### config.mk
export PLATFORM = sky130hd
export DESIGN_NAME = id_ex_stage_flat
export DESIGN_NICKNAME = d
export VERILOG_FILES = /design/src/rtl/id_ex_stage_if.sv /design/src/rtl/id_ex_stage.sv /design/src/flat_wrapper.sv
export SDC_FILE = /design/constraint.sdc
export NUM_CORES = 1
export LEC_CHECK = 0
export ABC_AREA = 1
export CORE_AREA = 5 5 104 106
export DETAILED_ROUTE_END_ITERATION = 8
export DIE_AREA = 0 0 109 111
export DONT_BUFFER_PORTS = 1
export PLACE_DENSITY = 0.62
export SLEW_MARGIN = 40
export SYNTH_ARGS = -nofsm -noshare
export SYNTH_HDL_FRONTEND = slang
export SYNTH_SLANG_ARGS = --single-unit
### constraint.sdc
create_clock -name clk_i -period 2.5 [get_ports clk_i]
set_clock_uncertainty 0.15 [all_clocks]
set_input_delay 0.125 -clock clk_i [delete_from_list [all_inputs] [get_ports clk_i]]
set_output_delay 0.125 -clock clk_i [all_outputs]
set_load 0.02 [all_outputs]
### src/rtl/id_ex_stage_if.sv
// ID -> EX bus: decoded control, operands and register fields in, registered EX view out.
// The stall request back to IF/ID and the bubble counter also travel on this bus.
interface id_ex_stage_if #(
    parameter int unsigned XLEN  = 32,
    parameter int unsigned CNT_W = 16
);
    logic [1:0]       ALUOp_i;
    logic             ALUSrc_i;
    logic [1:0]       Mem_i;
    logic             WB_i;
    logic [XLEN-1:0]  rs1_data_i;
    logic [XLEN-1:0]  rs2_data_i;
    logic [XLEN-1:0]  imm_i;
    logic [9:0]       funct_i;
    logic [4:0]       rs1_i;
    logic [4:0]       rs2_i;
    logic [4:0]       rd_i;
    logic             flush_i;

    logic [1:0]       ALUOp_o;
    logic             ALUSrc_o;
    logic [1:0]       Mem_o;
    logic             WB_o;
    logic [XLEN-1:0]  rs1_data_o;
    logic [XLEN-1:0]  rs2_data_o;
    logic [XLEN-1:0]  imm_o;
    logic [9:0]       funct_o;
    logic [4:0]       rs1_o;
    logic [4:0]       rs2_o;
    logic [4:0]       rd_o;
    logic             valid_o;
    logic             stall_o;
    logic [CNT_W-1:0] bubble_cnt_o;

    // ID-side driver
    modport master (
        output ALUOp_i, ALUSrc_i, Mem_i, WB_i, rs1_data_i, rs2_data_i, imm_i,
               funct_i, rs1_i, rs2_i, rd_i, flush_i,
        input  ALUOp_o, ALUSrc_o, Mem_o, WB_o, rs1_data_o, rs2_data_o, imm_o,
               funct_o, rs1_o, rs2_o, rd_o, valid_o, stall_o, bubble_cnt_o
    );

    // Pipeline register
    modport slave (
        input  ALUOp_i, ALUSrc_i, Mem_i, WB_i, rs1_data_i, rs2_data_i, imm_i,
               funct_i, rs1_i, rs2_i, rd_i, flush_i,
        output ALUOp_o, ALUSrc_o, Mem_o, WB_o, rs1_data_o, rs2_data_o, imm_o,
               funct_o, rs1_o, rs2_o, rd_o, valid_o, stall_o, bubble_cnt_o
    );
endinterface

### src/rtl/id_ex_stage.sv
// ID/EX pipeline register with load-use hazard detection and a saturating bubble counter.
// A hazard or flush loads an all-zero bubble into EX; stall_o is the only combinational output.
module id_ex_stage #(
    parameter int unsigned XLEN  = 32,
    parameter int unsigned CNT_W = 16
) (
    input logic           clk_i,
    input logic           rst_i,
    id_ex_stage_if.slave  bus
);
    localparam logic [1:0]       MEM_LOAD  = 2'b01;
    localparam logic [1:0]       MEM_STORE = 2'b10;
    localparam logic [1:0]       MEM_BAD   = 2'b11;
    localparam logic [CNT_W-1:0] CNT_MAX   = '1;

    logic [1:0]       alu_op_q,   alu_op_d;
    logic             alu_src_q,  alu_src_d;
    logic [1:0]       mem_q,      mem_d;
    logic             wb_q,       wb_d;
    logic [XLEN-1:0]  rs1_data_q, rs1_data_d;
    logic [XLEN-1:0]  rs2_data_q, rs2_data_d;
    logic [XLEN-1:0]  imm_q,      imm_d;
    logic [9:0]       funct_q,    funct_d;
    logic [4:0]       rs1_q,      rs1_d;
    logic [4:0]       rs2_q,      rs2_d;
    logic [4:0]       rd_q,       rd_d;
    logic             valid_q,    valid_d;
    logic [CNT_W-1:0] bubble_cnt_q, bubble_cnt_d;

    logic load_ex;
    logic use_rs2;
    logic hazard;
    logic bubble;

    // Hazard detection against the instruction currently held in EX
    always_comb begin
        load_ex = (mem_q == MEM_LOAD) && valid_q && (rd_q != 5'd0);
        use_rs2 = !bus.ALUSrc_i || (bus.Mem_i == MEM_STORE);
        hazard  = load_ex && ((bus.rs1_i == rd_q) || (use_rs2 && (bus.rs2_i == rd_q)));
        bubble  = bus.flush_i || hazard;
    end

    assign bus.stall_o = hazard && !bus.flush_i && !rst_i;

    // Next EX contents: zero bubble by default, otherwise the ID instruction
    always_comb begin
        alu_op_d     = '0;
        alu_src_d    = 1'b0;
        mem_d        = '0;
        wb_d         = 1'b0;
        rs1_data_d   = '0;
        rs2_data_d   = '0;
        imm_d        = '0;
        funct_d      = '0;
        rs1_d        = '0;
        rs2_d        = '0;
        rd_d         = '0;
        valid_d      = 1'b0;
        bubble_cnt_d = bubble_cnt_q;

        if (bubble) begin
            if (bubble_cnt_q != CNT_MAX) begin
                bubble_cnt_d = bubble_cnt_q + CNT_W'(1);
            end
        end else begin
            alu_op_d   = bus.ALUOp_i;
            alu_src_d  = bus.ALUSrc_i;
            mem_d      = (bus.Mem_i == MEM_BAD) ? 2'b00 : bus.Mem_i;
            wb_d       = bus.WB_i;
            rs1_data_d = bus.rs1_data_i;
            rs2_data_d = bus.rs2_data_i;
            imm_d      = bus.imm_i;
            funct_d    = bus.funct_i;
            rs1_d      = bus.rs1_i;
            rs2_d      = bus.rs2_i;
            rd_d       = bus.rd_i;
            valid_d    = 1'b1;
        end
    end

    always_ff @(posedge clk_i) begin
        if (rst_i) begin
            alu_op_q     <= '0;
            alu_src_q    <= 1'b0;
            mem_q        <= '0;
            wb_q         <= 1'b0;
            rs1_data_q   <= '0;
            rs2_data_q   <= '0;
            imm_q        <= '0;
            funct_q      <= '0;
            rs1_q        <= '0;
            rs2_q        <= '0;
            rd_q         <= '0;
            valid_q      <= 1'b0;
            bubble_cnt_q <= '0;
        end else begin
            alu_op_q     <= alu_op_d;
            alu_src_q    <= alu_src_d;
            mem_q        <= mem_d;
            wb_q         <= wb_d;
            rs1_data_q   <= rs1_data_d;
            rs2_data_q   <= rs2_data_d;
            imm_q        <= imm_d;
            funct_q      <= funct_d;
            rs1_q        <= rs1_d;
            rs2_q        <= rs2_d;
            rd_q         <= rd_d;
            valid_q      <= valid_d;
            bubble_cnt_q <= bubble_cnt_d;
        end
    end

    assign bus.ALUOp_o      = alu_op_q;
    assign bus.ALUSrc_o     = alu_src_q;
    assign bus.Mem_o        = mem_q;
    assign bus.WB_o         = wb_q;
    assign bus.rs1_data_o   = rs1_data_q;
    assign bus.rs2_data_o   = rs2_data_q;
    assign bus.imm_o        = imm_q;
    assign bus.funct_o      = funct_q;
    assign bus.rs1_o        = rs1_q;
    assign bus.rs2_o        = rs2_q;
    assign bus.rd_o         = rd_q;
    assign bus.valid_o      = valid_q;
    assign bus.bubble_cnt_o = bubble_cnt_q;
endmodule

### src/flat_wrapper.sv
// flat-port wrapper written by rule: the top's interface ports become plain ports
module id_ex_stage_flat 
#(
    parameter int unsigned XLEN  = 32,
    parameter int unsigned CNT_W = 16
)
  (clk_i, rst_i, bus_ALUOp_i, bus_ALUSrc_i, bus_Mem_i, bus_WB_i, bus_rs1_data_i, bus_rs2_data_i, bus_imm_i, bus_funct_i, bus_rs1_i, bus_rs2_i, bus_rd_i, bus_flush_i, bus_ALUOp_o, bus_ALUSrc_o, bus_Mem_o, bus_WB_o, bus_rs1_data_o, bus_rs2_data_o, bus_imm_o, bus_funct_o, bus_rs1_o, bus_rs2_o, bus_rd_o, bus_valid_o, bus_stall_o, bus_bubble_cnt_o);
  id_ex_stage_if #(.XLEN(XLEN), .CNT_W(CNT_W)) bus_i ();
  input logic clk_i;
  input logic rst_i;
  input wire logic [$bits(bus_i.ALUOp_i)-1:0] bus_ALUOp_i;
  input wire logic [$bits(bus_i.ALUSrc_i)-1:0] bus_ALUSrc_i;
  input wire logic [$bits(bus_i.Mem_i)-1:0] bus_Mem_i;
  input wire logic [$bits(bus_i.WB_i)-1:0] bus_WB_i;
  input wire logic [$bits(bus_i.rs1_data_i)-1:0] bus_rs1_data_i;
  input wire logic [$bits(bus_i.rs2_data_i)-1:0] bus_rs2_data_i;
  input wire logic [$bits(bus_i.imm_i)-1:0] bus_imm_i;
  input wire logic [$bits(bus_i.funct_i)-1:0] bus_funct_i;
  input wire logic [$bits(bus_i.rs1_i)-1:0] bus_rs1_i;
  input wire logic [$bits(bus_i.rs2_i)-1:0] bus_rs2_i;
  input wire logic [$bits(bus_i.rd_i)-1:0] bus_rd_i;
  input wire logic [$bits(bus_i.flush_i)-1:0] bus_flush_i;
  output wire logic [$bits(bus_i.ALUOp_o)-1:0] bus_ALUOp_o;
  output wire logic [$bits(bus_i.ALUSrc_o)-1:0] bus_ALUSrc_o;
  output wire logic [$bits(bus_i.Mem_o)-1:0] bus_Mem_o;
  output wire logic [$bits(bus_i.WB_o)-1:0] bus_WB_o;
  output wire logic [$bits(bus_i.rs1_data_o)-1:0] bus_rs1_data_o;
  output wire logic [$bits(bus_i.rs2_data_o)-1:0] bus_rs2_data_o;
  output wire logic [$bits(bus_i.imm_o)-1:0] bus_imm_o;
  output wire logic [$bits(bus_i.funct_o)-1:0] bus_funct_o;
  output wire logic [$bits(bus_i.rs1_o)-1:0] bus_rs1_o;
  output wire logic [$bits(bus_i.rs2_o)-1:0] bus_rs2_o;
  output wire logic [$bits(bus_i.rd_o)-1:0] bus_rd_o;
  output wire logic [$bits(bus_i.valid_o)-1:0] bus_valid_o;
  output wire logic [$bits(bus_i.stall_o)-1:0] bus_stall_o;
  output wire logic [$bits(bus_i.bubble_cnt_o)-1:0] bus_bubble_cnt_o;
  assign bus_i.ALUOp_i = bus_ALUOp_i;
  assign bus_i.ALUSrc_i = bus_ALUSrc_i;
  assign bus_i.Mem_i = bus_Mem_i;
  assign bus_i.WB_i = bus_WB_i;
  assign bus_i.rs1_data_i = bus_rs1_data_i;
  assign bus_i.rs2_data_i = bus_rs2_data_i;
  assign bus_i.imm_i = bus_imm_i;
  assign bus_i.funct_i = bus_funct_i;
  assign bus_i.rs1_i = bus_rs1_i;
  assign bus_i.rs2_i = bus_rs2_i;
  assign bus_i.rd_i = bus_rd_i;
  assign bus_i.flush_i = bus_flush_i;
  assign bus_ALUOp_o = bus_i.ALUOp_o;
  assign bus_ALUSrc_o = bus_i.ALUSrc_o;
  assign bus_Mem_o = bus_i.Mem_o;
  assign bus_WB_o = bus_i.WB_o;
  assign bus_rs1_data_o = bus_i.rs1_data_o;
  assign bus_rs2_data_o = bus_i.rs2_data_o;
  assign bus_imm_o = bus_i.imm_o;
  assign bus_funct_o = bus_i.funct_o;
  assign bus_rs1_o = bus_i.rs1_o;
  assign bus_rs2_o = bus_i.rs2_o;
  assign bus_rd_o = bus_i.rd_o;
  assign bus_valid_o = bus_i.valid_o;
  assign bus_stall_o = bus_i.stall_o;
  assign bus_bubble_cnt_o = bus_i.bubble_cnt_o;
  id_ex_stage #(.XLEN(XLEN), .CNT_W(CNT_W)) u_core (.clk_i(clk_i), .rst_i(rst_i), .bus(bus_i));
endmodule
==> reports/metrics.yaml, run 1 <==
ys.flop_type: "dfxtp_1"
synth_most_common_cell: "nor2_1"
syn_nets: 718
syn_inst: 587
numCtsBuffers: 17
yosys.area.top_type: "dfxtp_1"
ys.warnings.count: 0
pre_cts_ws_ns: 0.367
cts_setup_buffers: 0
die_w_um: 109
synth_async_sr_flop_share_pct: 0
ctsHoldBuffers: 149
synth-seq-cells: 144
lastStage: "clock tree synthesis (4_1_cts)"
cts-root-buf: "clkbuf_8"
yosysSeqAreaShare_pct: 60.9
h-tree-depth: 4
cts_resized: 0
syn_area_um2: 4730
netlist_top_cells_count: "nor2_1 (161), dfxtp_1 (144), inv_1 (141), nand2_1 (60), nand3_1 (19)"
synth_top_area_share_pct: 60.9
clockBufferDepth: 2
gp_congestion: 0.808
cts.sink_count: 144
ios: 275
fp.dieH_um: 111
avgSynthCellArea_um2: 8.06
io_buffers: 0
synth_area_leaders: "dfxtp_1 (61%), nor2_1 (13%), inv_1 (11%), nand2_1 (4.8%), buf_4 (2.5%)"
rows: 36
error_line: "[ERROR RSZ-0060] Max buffer count reached."
status: "stopped before the end"
yosysUniqueCellTypes: 22
synth_edf_count: 0
start_util_pct: 48.9
hpwl_mm: 8.50
per-stage QoR:
step | hold slack (ns) | std cells | util, % | area [um2]
detailed placement | 0.0577 | 708 | 50.1 | 4850
global placement | 0.0569 | 708 | 50.1 | 4850
floorplan | 0.0518 | 587 | - | 4730
cell families after synthesis:
family                     after synthesis  share of synthesized area, %
and+or+nand+nor                        259                          22.5
buffers and inverters                  166                          14.5
DFF                                    144                          60.9
AOI/OAI and AO/OA                       16                          1.69
xor gates and xnor gates                 1                         0.185
adders and majority gates                1                         0.264
==> inputs of run 2 (changes only) <==
CORE_AREA = unset   (was 5 5 104 106)
CORE_MARGIN = 5   (was unset)
CORE_UTILIZATION = 40   (was unset)
DIE_AREA = unset   (was 0 0 109 111)
PLACE_DENSITY = unset   (was 0.62)
PLACE_DENSITY_LB_ADDON = 0.15   (was unset)
==> run 2 against run 1 <==
  * The run now ends clean
  * Synthesized area unchanged
  * Synthesized cell count unchanged
==> reports/metrics.yaml, run 2 <==
status: "finished clean"
hold_path.class: "input port to flip-flop"
crit_arrival_ns: 2.51
cts_setup_buffers: 0  # unchanged
r2r_start: "u_core.bus.rd_o[0]"
crit_fanout: 18
fin_util_pct: 58.6
grt_pass1_vias: 4016
ys.flop_type: "dfxtp_1"
avgSynthCellArea_um2: 8.06  # unchanged
ant_nets: 0
final_cell_mix: "nor2_1 (161), dfxtp_1 (144), inv_1 (141)"
r2r_cells: 9
drt-vias-per-instance: 4.38
synth_top_area_share_pct: 60.9  # unchanged
coreArea_um2: 11500
grt_overflow: 0
path_clk_slew_ns: 0.06
rsz0062_at_grt: "false"
synth_most_common_cell: "nor2_1"
grt_usage_pct: 18.5
yosysSeqAreaShare_pct: 60.9  # unchanged
io_buffers: 0  # unchanged
ys.warnings.count: 0  # unchanged
synth_area_leaders: "dfxtp_1 (61%), nor2_1 (13%), inv_1 (11%), nand2_1 (4.8%), buf_4 (2.5%)"
pre_cts_ws_ns: 0.405  # +0.0379 ns
cts-root-buf: "clkbuf_16"
fin_crit_sh_pct: 92.3
combPwrFrac_pct: 6.4
switching_share_pct: 25.7
yosys.area.top_type: "dfxtp_1"
gp_congestion: 0.778  # -3.7%
syn_inst: 587  # unchanged
dr.pass1.iters: 4
die_area_um2: 14100
start_util_pct: 41.1  # -7.8 points
netlist_top_cells_count: "nor2_1 (161), dfxtp_1 (144), inv_1 (141), nand2_1 (60), nand3_1 (19)"
critPathLaunchType: "flip-flop"
clkPwrFrac_pct: 46.4
drv_slew: 0
cts_resized: 0  # unchanged
seqPwrFrac_pct: 47.2
drcViolationCount: 0
cts_tree: "built"
fp.dieH_um: 119  # +7.0%
p_leak_uw: 0.00337
cts.sink_count: 144  # unchanged
worstReg2RegEnd: "u_core.bus.Mem_o[0]"
relSlewSlack_pct: 66.0
grt_max_degree: 43
max-vdd-ir-drop_v: 0.000463
ff2ff_setup_slack_ns: 0.19
worst_slew_pin_slew_ns: 0.509
drt_iter0_markers: 199
layout_commonest_cell: "nor2_1"
wl_met1_mm: 4.61
numCtsBuffers: 17  # unchanged
ios: 275  # unchanged
insertion_delay_ns: 0.41
fmax_mhz: 433
synth-seq-cells: 144  # unchanged
antenna_found_initial: 0
synth_async_sr_flop_share_pct: 0  # unchanged
p_int_uw: 4000
wl_per_cell_um: 15.2
setup_violations: 0
syn_nets: 718  # unchanged
syn_area_um2: 4730  # unchanged
nets: 855
vias: 3852
finalHoldViolCount: 0
die_w_um: 119  # +9.0%
detailroute.wirelength.met2_mm: 7.14
hold_slack_ns: 0.0432
clockBufferDepth: 2  # unchanged
path_class: "flip-flop to flip-flop"
cp_data_required_time_ns: 2.70
area_growth_pct: 42.7
cp-endpoint: "u_core.bus.Mem_o[0]"
rows: 39  # +8.3%
power_uw: 5380
insertedDiodeCount: 0
num-fill-cells: 958
h-tree-depth: 4  # unchanged
drv_cap: 0
layout_min_cycle_time_ns: 2.31
setup_ws_ns: 0.191
top_layer_used: "met4"
powerDensity_nw_per_um2: 796
drt_wl_total_mm: 13.4
grt_pass1_wl_mm: 20.5
worstSetupEndpointType: "flip-flop"
startpoint: "u_core.bus.rd_o[0]"
hpwl_mm: 8.61  # +1.3%
layout-drive-gt1-share_pct: 7.87
wl_met3_mm: 1.36
final.setup.tns_ns: 0
power_switching_uw: 1380
yosysUniqueCellTypes: 22  # unchanged
synth_edf_count: 0  # unchanged
[run 2: worst max-delay path: stages, from the launching register on]
cell,delay [ns]
dfxtp_1,0.54
nand2_1,0.11
nand2_1,0.08
nor2_1,0.04
nand3_1,0.05
nand2_1,0.09
nand2_2,0.16
nand3_4,0.26
nor3_1,0.21
dlygate4sd3_1,0.56
[run 2: cell families (layout without fill, tap and decap cells)]
| logic type | after synthesis | after routing | share of synthesized area [%] |
|---|---|---|---|
| and+or+nand+nor | 259 | 260 | 22.5 |
| buffers and inverters | 166 | 315 | 14.5 |
| DFF | 144 | 144 | 60.9 |
| AOI/OAI and AO/OA | 16 | 16 | 1.69 |
| adders and majority gates | 1 | 1 | 0.264 |
| xor gates and xnor gates | 1 | 1 | 0.185 |
[run 2: power by group through the flow]
| stage | Clock [uW] | Combinational [uW] | Sequential (uW) |
|---|---|---|---|
| final | 2500 | 345 | 2540 |
| after global routing | 2660 | 384 | 2540 |
| after CTS | 2560 | 336 | 2540 |
| after detailed placement | 0 | 176 | 2590 |
| after global placement | 0 | 169 | 2590 |
| after floorplan | 0 | 146 | 2570 |
[run 2: stage by stage]
step	cell area [um2]	instances
after global placement	4870	719
after detailed placement	4870	719
final	6750	880
after CTS	6740	879
after global routing	6750	880
after floorplan	4730	587
[run 2: what timing repair did]
| item | in CTS | in global routing |
|---|---|---|
| endpoints found under the hold margin | 127 | 0 |
| hold buffers | 128 | 0 |
| endpoints found under the setup margin | 0 | 1 |
[run 2: how the worst min path moves through the flow]
stage	slack (ns)	cells past startpoint	end	startpoint
after CTS	0.009	4	u_core.bus.bubble_cnt_o[3]	rst_i
after detailed placement	0.06	1	u_core.bus.Mem_o[0]	bus_Mem_i[1]
after floorplan	0.05	1	u_core.bus.Mem_o[0]	bus_Mem_i[1]
after global placement	0.06	1	u_core.bus.Mem_o[0]	bus_Mem_i[1]
final	0.04	3	u_core.bus.funct_o[1]	bus_flush_i
after global routing	0.09	3	u_core.bus.rd_o[2]	bus_flush_i
[run 2: cell type report]
class	count	area, um2	area share, %
clock inverters	15	163	2.41
inverters	148	556	8.23
well taps	143	179	2.65
repair buffers	135	1360	20.1
flip-flops and latches	144	2880	42.7
multi-input cells	278	1190	17.6
clock buffers	17	425	6.30
[run 2: metal layers]
layer	global-route usage [%]	vias up
met4	6.59	0
met5	0	-
li1	-	1948
met2	33.7	167
met3	9.60	21
met1	17.9	1716
Power figures use the tool's default switching activity.
